===== src/rtl/spi_ctrl_pkg.sv =====
// Shared types for the SPI master controller: FSM state encoding and SPI mode constants.
package spi_ctrl_pkg;

    typedef enum logic [1:0] {
        IDLE,
        LEAD,
        SHIFT,
        TRAIL
    } spi_state_t;

    typedef struct packed {
        logic cpol;
        logic cpha;
    } spi_mode_t;

    localparam spi_mode_t SPI_MODE0 = '{cpol: 1'b0, cpha: 1'b0};
    localparam spi_mode_t SPI_MODE1 = '{cpol: 1'b0, cpha: 1'b1};
    localparam spi_mode_t SPI_MODE2 = '{cpol: 1'b1, cpha: 1'b0};
    localparam spi_mode_t SPI_MODE3 = '{cpol: 1'b1, cpha: 1'b1};

    // Map raw CPOL/CPHA parameter bits onto one of the four named modes.
    function automatic spi_mode_t mode_of(input logic cpol, input logic cpha);
        spi_mode_t m;
        case ({cpol, cpha})
            2'b00:   m = SPI_MODE0;
            2'b01:   m = SPI_MODE1;
            2'b10:   m = SPI_MODE2;
            default: m = SPI_MODE3;
        endcase
        return m;
    endfunction

endpackage


===== src/rtl/spi_master_ctrl_if.sv =====
// Request/response handshake plus SPI pins of the SPI master controller.
interface spi_master_ctrl_if #(
    parameter int unsigned DATA_WIDTH = 8
);
    logic                  tx_valid;
    logic                  tx_ready;
    logic [DATA_WIDTH-1:0] tx_data;
    logic                  rx_valid;
    logic [DATA_WIDTH-1:0] rx_data;
    logic                  busy;
    logic                  sck_o;
    logic                  cs_n_o;
    logic                  mosi_o;
    logic                  miso_i;

    modport master (
        input  tx_valid, tx_data, miso_i,
        output tx_ready, rx_valid, rx_data, busy, sck_o, cs_n_o, mosi_o
    );

    modport slave (
        output tx_valid, tx_data, miso_i,
        input  tx_ready, rx_valid, rx_data, busy, sck_o, cs_n_o, mosi_o
    );
endinterface


===== src/rtl/spi_clk_gen.sv =====
// SCK generator: divides clk into half-periods and flags leading/trailing sck edges.
module spi_clk_gen #(
    parameter int unsigned CLK_DIV = 2,
    parameter bit          CPOL    = 1'b0
) (
    input  logic clk,
    input  logic rst,
    input  logic i_enable,
    input  logic i_park,
    output logic o_tick_c,
    output logic o_leading_c,
    output logic o_trailing_c,
    output logic o_sck
);
    localparam int unsigned      DIV_W    = (CLK_DIV > 1) ? $clog2(CLK_DIV) : 1;
    localparam logic [DIV_W-1:0] DIV_LAST = DIV_W'(CLK_DIV - 1);

    logic [DIV_W-1:0] r_div_cnt;
    logic             r_sck;

    // Edge type is decided by the sck level the tick is about to leave.
    assign o_tick_c     = i_enable && (r_div_cnt == DIV_LAST);
    assign o_leading_c  = o_tick_c && !i_park && (r_sck == CPOL);
    assign o_trailing_c = o_tick_c && !i_park && (r_sck != CPOL);
    assign o_sck        = r_sck;

    always_ff @(posedge clk) begin
        if (rst) begin
            r_div_cnt <= '0;
            r_sck     <= CPOL;
        end else begin
            if (!i_enable || o_tick_c) begin
                r_div_cnt <= '0;
            end else begin
                r_div_cnt <= r_div_cnt + DIV_W'(1);
            end
            if (i_park) begin
                r_sck <= CPOL;
            end else if (o_tick_c) begin
                r_sck <= ~r_sck;
            end
        end
    end
endmodule


===== src/rtl/spi_master_ctrl.sv =====
// Single-word SPI master: accepts a word, frames it with cs_n, shifts MSB-first, returns the received word.
module spi_master_ctrl
    import spi_ctrl_pkg::*;
#(
    parameter int unsigned DATA_WIDTH = 8,
    parameter int unsigned CLK_DIV    = 2,
    parameter bit          CPOL       = 1'b0,
    parameter bit          CPHA       = 1'b0
) (
    input logic               clk,
    input logic               rst,
    spi_master_ctrl_if.master bus
);
    localparam spi_mode_t         MODE      = mode_of(CPOL, CPHA);
    localparam int unsigned       EDGE_W    = $clog2(2 * DATA_WIDTH);
    localparam logic [EDGE_W-1:0] EDGE_LAST = EDGE_W'(2 * DATA_WIDTH - 1);

    spi_state_t            r_state;
    logic [DATA_WIDTH-1:0] r_tx_shift;
    logic [DATA_WIDTH-1:0] r_rx_shift;
    logic [DATA_WIDTH-1:0] r_rx_data;
    logic [EDGE_W-1:0]     r_edge_cnt;
    logic                  r_cs_n;
    logic                  r_mosi;
    logic                  r_tx_ready;
    logic                  r_busy;
    logic                  r_rx_valid;

    logic w_enable;
    logic w_park;
    logic w_tick;
    logic w_leading;
    logic w_trailing;
    logic w_sck;
    logic w_last;

    assign w_enable = (r_state != IDLE);
    assign w_park   = (r_state != SHIFT);
    assign w_last   = (r_edge_cnt == EDGE_LAST);

    spi_clk_gen #(
        .CLK_DIV (CLK_DIV),
        .CPOL    (MODE.cpol)
    ) u_clk_gen (
        .clk          (clk),
        .rst          (rst),
        .i_enable     (w_enable),
        .i_park       (w_park),
        .o_tick_c     (w_tick),
        .o_leading_c  (w_leading),
        .o_trailing_c (w_trailing),
        .o_sck        (w_sck)
    );

    always_ff @(posedge clk) begin
        if (rst) begin
            r_state    <= IDLE;
            r_tx_shift <= '0;
            r_rx_shift <= '0;
            r_rx_data  <= '0;
            r_edge_cnt <= '0;
            r_cs_n     <= 1'b1;
            r_mosi     <= 1'b0;
            r_tx_ready <= 1'b1;
            r_busy     <= 1'b0;
            r_rx_valid <= 1'b0;
        end else begin
            r_rx_valid <= 1'b0;
            unique case (r_state)
                IDLE: begin
                    if (bus.tx_valid) begin
                        r_state    <= LEAD;
                        r_tx_shift <= bus.tx_data;
                        r_edge_cnt <= '0;
                        r_cs_n     <= 1'b0;
                        r_tx_ready <= 1'b0;
                        r_busy     <= 1'b1;
                        if (!MODE.cpha) begin
                            r_mosi <= bus.tx_data[DATA_WIDTH-1];
                        end
                    end
                end
                LEAD: begin
                    if (w_tick) begin
                        r_state <= SHIFT;
                    end
                end
                SHIFT: begin
                    if (w_leading) begin
                        if (!MODE.cpha) begin
                            r_rx_shift <= {r_rx_shift[DATA_WIDTH-2:0], bus.miso_i};
                        end else begin
                            r_mosi     <= r_tx_shift[DATA_WIDTH-1];
                            r_tx_shift <= {r_tx_shift[DATA_WIDTH-2:0], 1'b0};
                        end
                    end
                    // CPHA=0 keeps the last bit on mosi through the final trailing edge.
                    if (w_trailing) begin
                        if (!MODE.cpha) begin
                            if (!w_last) begin
                                r_mosi     <= r_tx_shift[DATA_WIDTH-2];
                                r_tx_shift <= {r_tx_shift[DATA_WIDTH-2:0], 1'b0};
                            end
                        end else begin
                            r_rx_shift <= {r_rx_shift[DATA_WIDTH-2:0], bus.miso_i};
                        end
                    end
                    if (w_tick) begin
                        r_edge_cnt <= r_edge_cnt + EDGE_W'(1);
                        if (w_last) begin
                            r_state <= TRAIL;
                        end
                    end
                end
                TRAIL: begin
                    if (w_tick) begin
                        r_state    <= IDLE;
                        r_cs_n     <= 1'b1;
                        r_mosi     <= 1'b0;
                        r_rx_data  <= r_rx_shift;
                        r_rx_valid <= 1'b1;
                        r_tx_ready <= 1'b1;
                        r_busy     <= 1'b0;
                    end
                end
            endcase
        end
    end

    assign bus.tx_ready = r_tx_ready;
    assign bus.rx_valid = r_rx_valid;
    assign bus.rx_data  = r_rx_data;
    assign bus.busy     = r_busy;
    assign bus.sck_o    = w_sck;
    assign bus.cs_n_o   = r_cs_n;
    assign bus.mosi_o   = r_mosi;
endmodule


===== src/flat_wrapper.sv =====
// flat-port wrapper written by rule: the top's interface ports become plain ports
module spi_master_ctrl_flat import spi_ctrl_pkg::*;
#(
    parameter int unsigned DATA_WIDTH = 8,
    parameter int unsigned CLK_DIV    = 2,
    parameter bit          CPOL       = 1'b0,
    parameter bit          CPHA       = 1'b0
)
  (clk, rst, bus_tx_valid, bus_tx_data, bus_miso_i, bus_tx_ready, bus_rx_valid, bus_rx_data, bus_busy, bus_sck_o, bus_cs_n_o, bus_mosi_o);
  spi_master_ctrl_if #(.DATA_WIDTH(DATA_WIDTH)) bus_i ();
  input logic clk;
  input logic rst;
  input wire logic [$bits(bus_i.tx_valid)-1:0] bus_tx_valid;
  input wire logic [$bits(bus_i.tx_data)-1:0] bus_tx_data;
  input wire logic [$bits(bus_i.miso_i)-1:0] bus_miso_i;
  output wire logic [$bits(bus_i.tx_ready)-1:0] bus_tx_ready;
  output wire logic [$bits(bus_i.rx_valid)-1:0] bus_rx_valid;
  output wire logic [$bits(bus_i.rx_data)-1:0] bus_rx_data;
  output wire logic [$bits(bus_i.busy)-1:0] bus_busy;
  output wire logic [$bits(bus_i.sck_o)-1:0] bus_sck_o;
  output wire logic [$bits(bus_i.cs_n_o)-1:0] bus_cs_n_o;
  output wire logic [$bits(bus_i.mosi_o)-1:0] bus_mosi_o;
  assign bus_i.tx_valid = bus_tx_valid;
  assign bus_i.tx_data = bus_tx_data;
  assign bus_i.miso_i = bus_miso_i;
  assign bus_tx_ready = bus_i.tx_ready;
  assign bus_rx_valid = bus_i.rx_valid;
  assign bus_rx_data = bus_i.rx_data;
  assign bus_busy = bus_i.busy;
  assign bus_sck_o = bus_i.sck_o;
  assign bus_cs_n_o = bus_i.cs_n_o;
  assign bus_mosi_o = bus_i.mosi_o;
  spi_master_ctrl #(.DATA_WIDTH(DATA_WIDTH), .CLK_DIV(CLK_DIV), .CPOL(CPOL), .CPHA(CPHA)) u_core (.clk(clk), .rst(rst), .bus(bus_i));
endmodule

===== config.mk =====
export PLATFORM = sky130hd
export DESIGN_NAME = spi_master_ctrl_flat
export DESIGN_NICKNAME = d
export VERILOG_FILES = /design/src/rtl/spi_ctrl_pkg.sv /design/src/rtl/spi_master_ctrl_if.sv /design/src/rtl/spi_clk_gen.sv /design/src/rtl/spi_master_ctrl.sv /design/src/flat_wrapper.sv
export SDC_FILE = /design/constraint.sdc
export NUM_CORES = 1
export LEC_CHECK = 0
export CAP_MARGIN = 40
export CORE_MARGIN = 2
export CORE_UTILIZATION = 55
export CTS_BUF_LIST = sky130_fd_sc_hd__clkbuf_8
export DETAILED_ROUTE_END_ITERATION = 8
export GPL_TIMING_DRIVEN = 0
export PLACE_DENSITY = 0.9
export SLEW_MARGIN = 20
export SYNTH_ARGS = -nofsm -noshare
export SYNTH_HDL_FRONTEND = slang
export SYNTH_SLANG_ARGS = --single-unit

===== constraint.sdc =====
create_clock -name clk -period 4.67 [get_ports clk]
set_input_delay 0.934 -clock clk [delete_from_list [all_inputs] [get_ports clk]]
set_output_delay 0.934 -clock clk [all_outputs]
set_load 0.01 [all_outputs]

Word-level counts from Yosys, hierarchy flattened
Index checks and enable logic that the tools add are counted.

Muxes and demuxes: 24. Equal/unequal tests: 12. Reduce and logical (&&, ||, !) cells: 22. $add $sub $neg: 2. Bitwise gates (word level): 2.

Operators by type and width (count): 7-bit 2-to-1 mux (3); 2-bit inequality test, second input constant (7); 7-bit case mux with 2 select lines (1); 2-bit 2-to-1 mux (5); 5-bit AND reduction (2); 1-bit 2-to-1 mux (8); 4-bit 2-to-1 mux (2); 2-bit case mux with 4 select lines (1); 4-bit case mux with 2 select lines (1); 3-bit AND reduction (2); 2-bit nonzero test (3); 2-bit OR reduction (3); 4-bit by 1-bit adder with 4-bit output, second input constant (1); 2-bit equality test, second input constant (2); 4-bit equality test, second input constant (1); 1-bit logical AND (4); 1-bit case mux with 2 select lines (2); 2-bit AND reduction (2); 4-bit AND reduction (1); 1-bit case mux with 3 select lines (1); 3-bit nonzero test (1); 2-bit by 1-bit equality test with 1-bit output, second input constant (1); 1-bit logical NOT (2); 2-bit logical NOT (1); 4 further kinds (5).

Input port bits: 12. Output and inout port bits: 14. Logic and storage cells: 73. Bits in registers: 35.

Longest topological paths before layout
Word-level depth: 6. Mapped depth: 8. Depth with buffers taken out: 6.

Modules after synthesis
From an unflattened synthesis, not the netlist that was laid out.

Cells, all modules: 187. Area total of the unflattened synthesis: 1596.5 um^2.

Modules (own cells, without submodules): spi_master_ctrl (area an instance 1498.9 um^2, cells each 177, times used 1, seq. area each 660.6 um^2); spi_clk_gen (area an instance 97.6 um^2, cells each 10, times used 1, seq. area each 40.0 um^2).

Worst setup path after synthesis
OpenSTA, ideal clock, no wires.

Path kind: reg-to-reg. Start point: register u_core.r_state[0]. End point: register u_core.r_mosi (netlist: u_core.bus.mosi_o). Stages on the path, launching flop included: 9. Period minus slack after synthesis: 1.799 ns. Arrival time: 1.678 ns. Path slack: 2.871 ns. Required time: 4.549 ns. Path buffers: 2. Library setup time: 0.121 ns. Cell sequence: dfxtp_1 inv_1 ha_1 buf_4 nor2b_4 a31oi_4 buf_6 nor3b_1 mux2_2.

Word-level cells in the longest chain between the ends: 6. Elaborated cells between the ends (all ways): 16. Those cells by class: 7 x eq/ne; 1 x mux; 8 x reduce/logical.

Ends and longest elaborated chain: start: declaration (RTL line spi_master_ctrl.sv:18) `spi_state_t r_state;`; start signal: assignment (RTL line spi_master_ctrl.sv:57) `r_state <= IDLE;`; start signal: assignment (RTL line spi_master_ctrl.sv:72) `r_state <= LEAD;`; start signal: assignment (RTL line spi_master_ctrl.sv:85) `r_state <= SHIFT;`; 2-bit inequality test / 2-bit nonzero test (equally long branches) (RTL line spi_master_ctrl.sv:38, spi_master_ctrl.sv:37); 1-bit logical NOT / 1-bit logical AND (equally long branches) (RTL line spi_clk_gen.sv:23, spi_clk_gen.sv:24, spi_clk_gen.sv:22); 1-bit logical AND (RTL line spi_clk_gen.sv:23, spi_clk_gen.sv:24); 1-bit logical AND (RTL line spi_clk_gen.sv:24) `assign o_trailing_c = o_tick_c && !i_park && (r_sck != CPOL);`; 2-bit inequality test (no source line); 5-bit AND reduction (no source line); end signal: assignment (RTL line spi_master_ctrl.sv:79) `r_mosi <= bus.tx_data[DATA_WIDTH-1];`; end signal: assignment (RTL line spi_master_ctrl.sv:93) `r_mosi <= r_tx_shift[DATA_WIDTH-1];`; end signal: assignment (RTL line spi_master_ctrl.sv:101) `r_mosi <= r_tx_shift[DATA_WIDTH-2];`; end: declaration (RTL line spi_master_ctrl.sv:24) `logic r_mosi;`.

Parallel ways exist; a longest one is shown, timed or not. A chain may end at the register's enable or synchronous reset.

Final worst setup path
Start point: input port bus_tx_valid. End point: register u_core.r_tx_shift[5].

Word-level cells in the longest chain between the ends: 2.

Ends and longest elaborated chain: start: declaration (RTL line flat_wrapper.sv:13) `input wire logic [$bits(bus_i.tx_valid)-1:0] bus_tx_valid;`; 2-bit inequality test (no source line); 4-bit AND reduction (no source line); end signal: assignment (RTL line spi_master_ctrl.sv:73) `r_tx_shift <= bus.tx_data;`; end signal: assignment (RTL line spi_master_ctrl.sv:94) `r_tx_shift <= {r_tx_shift[DATA_WIDTH-2:0], 1'b0};`; end signal: assignment (RTL line spi_master_ctrl.sv:102) `r_tx_shift <= {r_tx_shift[DATA_WIDTH-2:0], 1'b0};`; end: declaration (RTL line spi_master_ctrl.sv:19) `logic [DATA_WIDTH-1:0] r_tx_shift;`.

No other way between the ends.

==> out/qor.yml <==
pwr:
  power.total_mw: 1.114
  peakVddDrop_uv: 475.3
  power_density_mw_per_mm2: 551.1
  leakage_nw: 0.7172
outcome:
  status: "finished clean"
floorplanning:
  ios: 26
  fp.dieH_um: 58.09
  dieArea_sq_mm: 0.003374
  die_x_um: 58.09
  start_util_pct: 58.35
  row_count: 19
  core_region_area_sq_mm: 0.002758
logic_synthesis:
  yosysTopAreaCellShare_pct: 43.55
  ys_top_cells_by_count: "35 x sky130_fd_sc_hd__dfxtp_1, 28 x sky130_fd_sc_hd__a21oi_1, 27 x sky130_fd_sc_hd__nand2_1"
  post_synth_main_area_contributors: "sky130_fd_sc_hd__dfxtp_1 44%, sky130_fd_sc_hd__a21oi_1 8.7%, sky130_fd_sc_hd__nand2_1 6.3%"
  synth_nets: 202
  synth_ff_type: "sky130_fd_sc_hd__dfxtp_1"
  syn-mean-instance-area_sq_um: 8.745
  synthesized_area_sq_mm: 0.001609
  synth.ff_latch_count: 35
  synthDominantAreaCellType: "sky130_fd_sc_hd__dfxtp_1"
  postSynth.asyncResetShare_pct: 0
  netlist-cell-type-count: 34
  synth_edf_count: 0
  synthCells: 184
  yosysWarnings: 0
  synth.yosys.seq_area_share_pct: 43.55
  yosysMostFrequentCell: "sky130_fd_sc_hd__dfxtp_1"
global_route:
  global_route.usage.met3_pct: 6.920
  antenna_found_initial: 0
  m2_gr_usage_pct: 36.85
  wire_length_of_the_first_global_routing_pass_um: 5554
  grt_start_max_net_pins: 12
  grt.busiest_layer: "met2"
  grt_pass1_vias: 1271
  grt_usage_pct: 22.02
  gr-usage-met1_pct: 26.11
  globalRouteOverflowTotal: 0
finish:
  nets: 233
  antenna_cells: 0
  post_route_cells_drive_above_1_share_pct: 9.722
  n_fill_cell: 201
  final-instance-count-excl-fill: 247
  layout_stage_area_growth_over_the_synthesis_result_pct: 25.58
detailed_routing:
  postRouteAntennaNets: 0
  total_wire_length_um: 3223
  routed_wire_length_per_instance_um: 13.05
  remaining_drc_errors: 0
  violation_count_after_the_first_detailed_routing_iteration: 61
  drt_first_pass_iters: 4
  vias_per_cell: 5.437
  detailroute.via_count: 1343
sta:
  grt_setup_unrepaired: "false"
  hold_violations: 0
  timing_max_transition_violations_final: 0
  timing.fmax_mhz: 441.0
  worstMarginPinSlew_ns: 0.5166
  period_needed_ns: 2.267
  skew_ns: 0.006181
  slew_headroom_pct: 65.43
  total_setup_violations_reported_at_the_end_of_the_flow: 0
  totalNegativeSetupSlack_ns: 0
  min_period_over_period_pct: 48.55
place:
  dp.cells: 239
  dpl.hpwl_um: 2237
  finalWeightedCongestion: 0.8053
  numPortBuffers: 24
clock_network:
  clkSlewWorstSetupHoldPaths_ns: 0.07
  cts_post_setup_buffers_inserted: 0
  clock_tree.root_cell: "sky130_fd_sc_hd__clkbuf_8"
  tritoncts.num_buffers: 5
  cts_htree_levels: 2
  postCtsHoldBufs: 0
  insertion_delay_ns: 0.29
  tritoncts: "done"
  cts-resized-gates: 0
  numClockSinks: 35
  cts-root-to-sink-buffers: 2
critical_path:
  timing.critical_path.arrival_ns: 2.48
  timing_worst_setup_path_type: "input pin to flop"
  worst-path-max-fanout: 10
  required_time_at_the_endpoint_of_the_critical_path_ns: 4.88
  cp-end-kind: "flop"
  critical_path.startpoint_type: "input pin"
hold_path:
  min_path_type: "flop to flop"
job:
  drv.max_cap_violation_count: 0
-- cells by family after synthesis --
logic type | share of synthesized area (%)
compound gates | 17.42
xor+xnor | 2.178
fa+ha+maj | 4.666
buf+inv | 5.754
flops | 43.55
mux | 5.055
simple gates | 21.38
-- stage by stage --
stage / worst slack, ns / util, % / instance area [sq um] / hold WS, ns
floorplan: 2.871 / - / 1609 / 0.4369
global route: 2.349 / 73.28 / 2021 / 0.4721
finish: 2.403 / 73.28 / 2021 / 0.4558
global placement: 2.180 / 68.47 / 1888 / 0.4441
CTS: 2.404 / 73.28 / 2021 / 0.4581
detailed placement: 2.157 / 68.47 / 1888 / 0.4482
-- sequential cells by signal, summed over array words and instances (netlist names) --
register,flops
u_core.bus.busy,1
u_core.bus.mosi_o,1
u_core.bus.rx_data,8
u_core.bus.rx_valid,1
u_core.bus.tx_ready,1
u_core.r_edge_cnt,4
u_core.r_rx_shift,8
u_core.r_state,2
u_core.r_tx_shift,7
u_core.u_clk_gen.o_sck,1
u_core.u_clk_gen.r_div_cnt,1
-- cell usage in the layout (no fill, tap or decap), types with 3 or more instances in the layout --
cell,Yosys,routed
sky130_fd_sc_hd__nand2_1,27,27
sky130_fd_sc_hd__a21oi_1,28,28
sky130_fd_sc_hd__mux2i_1,7,7
sky130_fd_sc_hd__buf_4,3,3
sky130_fd_sc_hd__o21ai_0,10,10
sky130_fd_sc_hd__dfxtp_1,35,35
sky130_fd_sc_hd__nor2_1,10,10
sky130_fd_sc_hd__clkbuf_1,7,7
sky130_fd_sc_hd__inv_1,2,3
sky130_fd_sc_hd__nor3b_1,3,3
sky130_fd_sc_hd__ha_1,6,6
sky130_fd_sc_hd__nor3_1,5,5
sky130_fd_sc_hd__nand3_1,9,9
sky130_fd_sc_hd__or3_1,6,6
sky130_fd_sc_hd__clkdlybuf4s50_1,0,24
sky130_fd_sc_hd__clkbuf_8,0,5
-- layout make-up --
cell class	instances	area (sq um)	share of cell area (%)
Clock inverter	3	63.81	3.158
Sequential cell	35	700.7	34.67
Inverter	3	11.26	0.5573
Timing Repair Buffer	24	240.2	11.89
Clock buffer	5	68.82	3.406
Tap cell	31	38.79	1.920
Buffer	14	81.33	4.025
Multi-Input combinational cell	132	815.8	40.37
-- worst paths after layout --
path                         start                     to  slack, ns  depth (start not counted)
max                   bus_tx_valid   u_core.r_tx_shift[5]       2.40                          6
min          u_core.bus.rx_data[6]  u_core.bus.rx_data[6]       0.46                          2
max reg2reg      u_core.r_state[0]      u_core.bus.mosi_o       2.70                          8
min reg2reg  u_core.bus.rx_data[6]  u_core.bus.rx_data[6]       0.46                          2
-- power by group --
group          switching [mW]  total, mW  leakage, nW  internal, mW
Sequential             0.0328      0.376        0.284         0.343
Clock                   0.108      0.319       0.0695         0.211
Combinational           0.217      0.419        0.363         0.202
Total                   0.357       1.11        0.717         0.756
-- routing by layer --
| metal | part of all wire (%) | up-vias |
|---|---|---|
| li1 | - | 697 |
| met1 | 46 | 621 |
| met2 | 49 | 20 |
| met3 | 3.4 | 5 |
| met4 | 1.6 | 0 |
| met5 | 0 | - |
-- critical path, stage by stage --
cell	delay, ns
sky130_fd_sc_hd__clkdlybuf4s50_1	0.56
sky130_fd_sc_hd__nand2_1	0.12
sky130_fd_sc_hd__o21a_1	0.16
sky130_fd_sc_hd__clkbuf_2	0.18
sky130_fd_sc_hd__or3_1	0.36
sky130_fd_sc_hd__a21oi_1	0.16
Note: power is estimated with default switching activity, not from simulation.
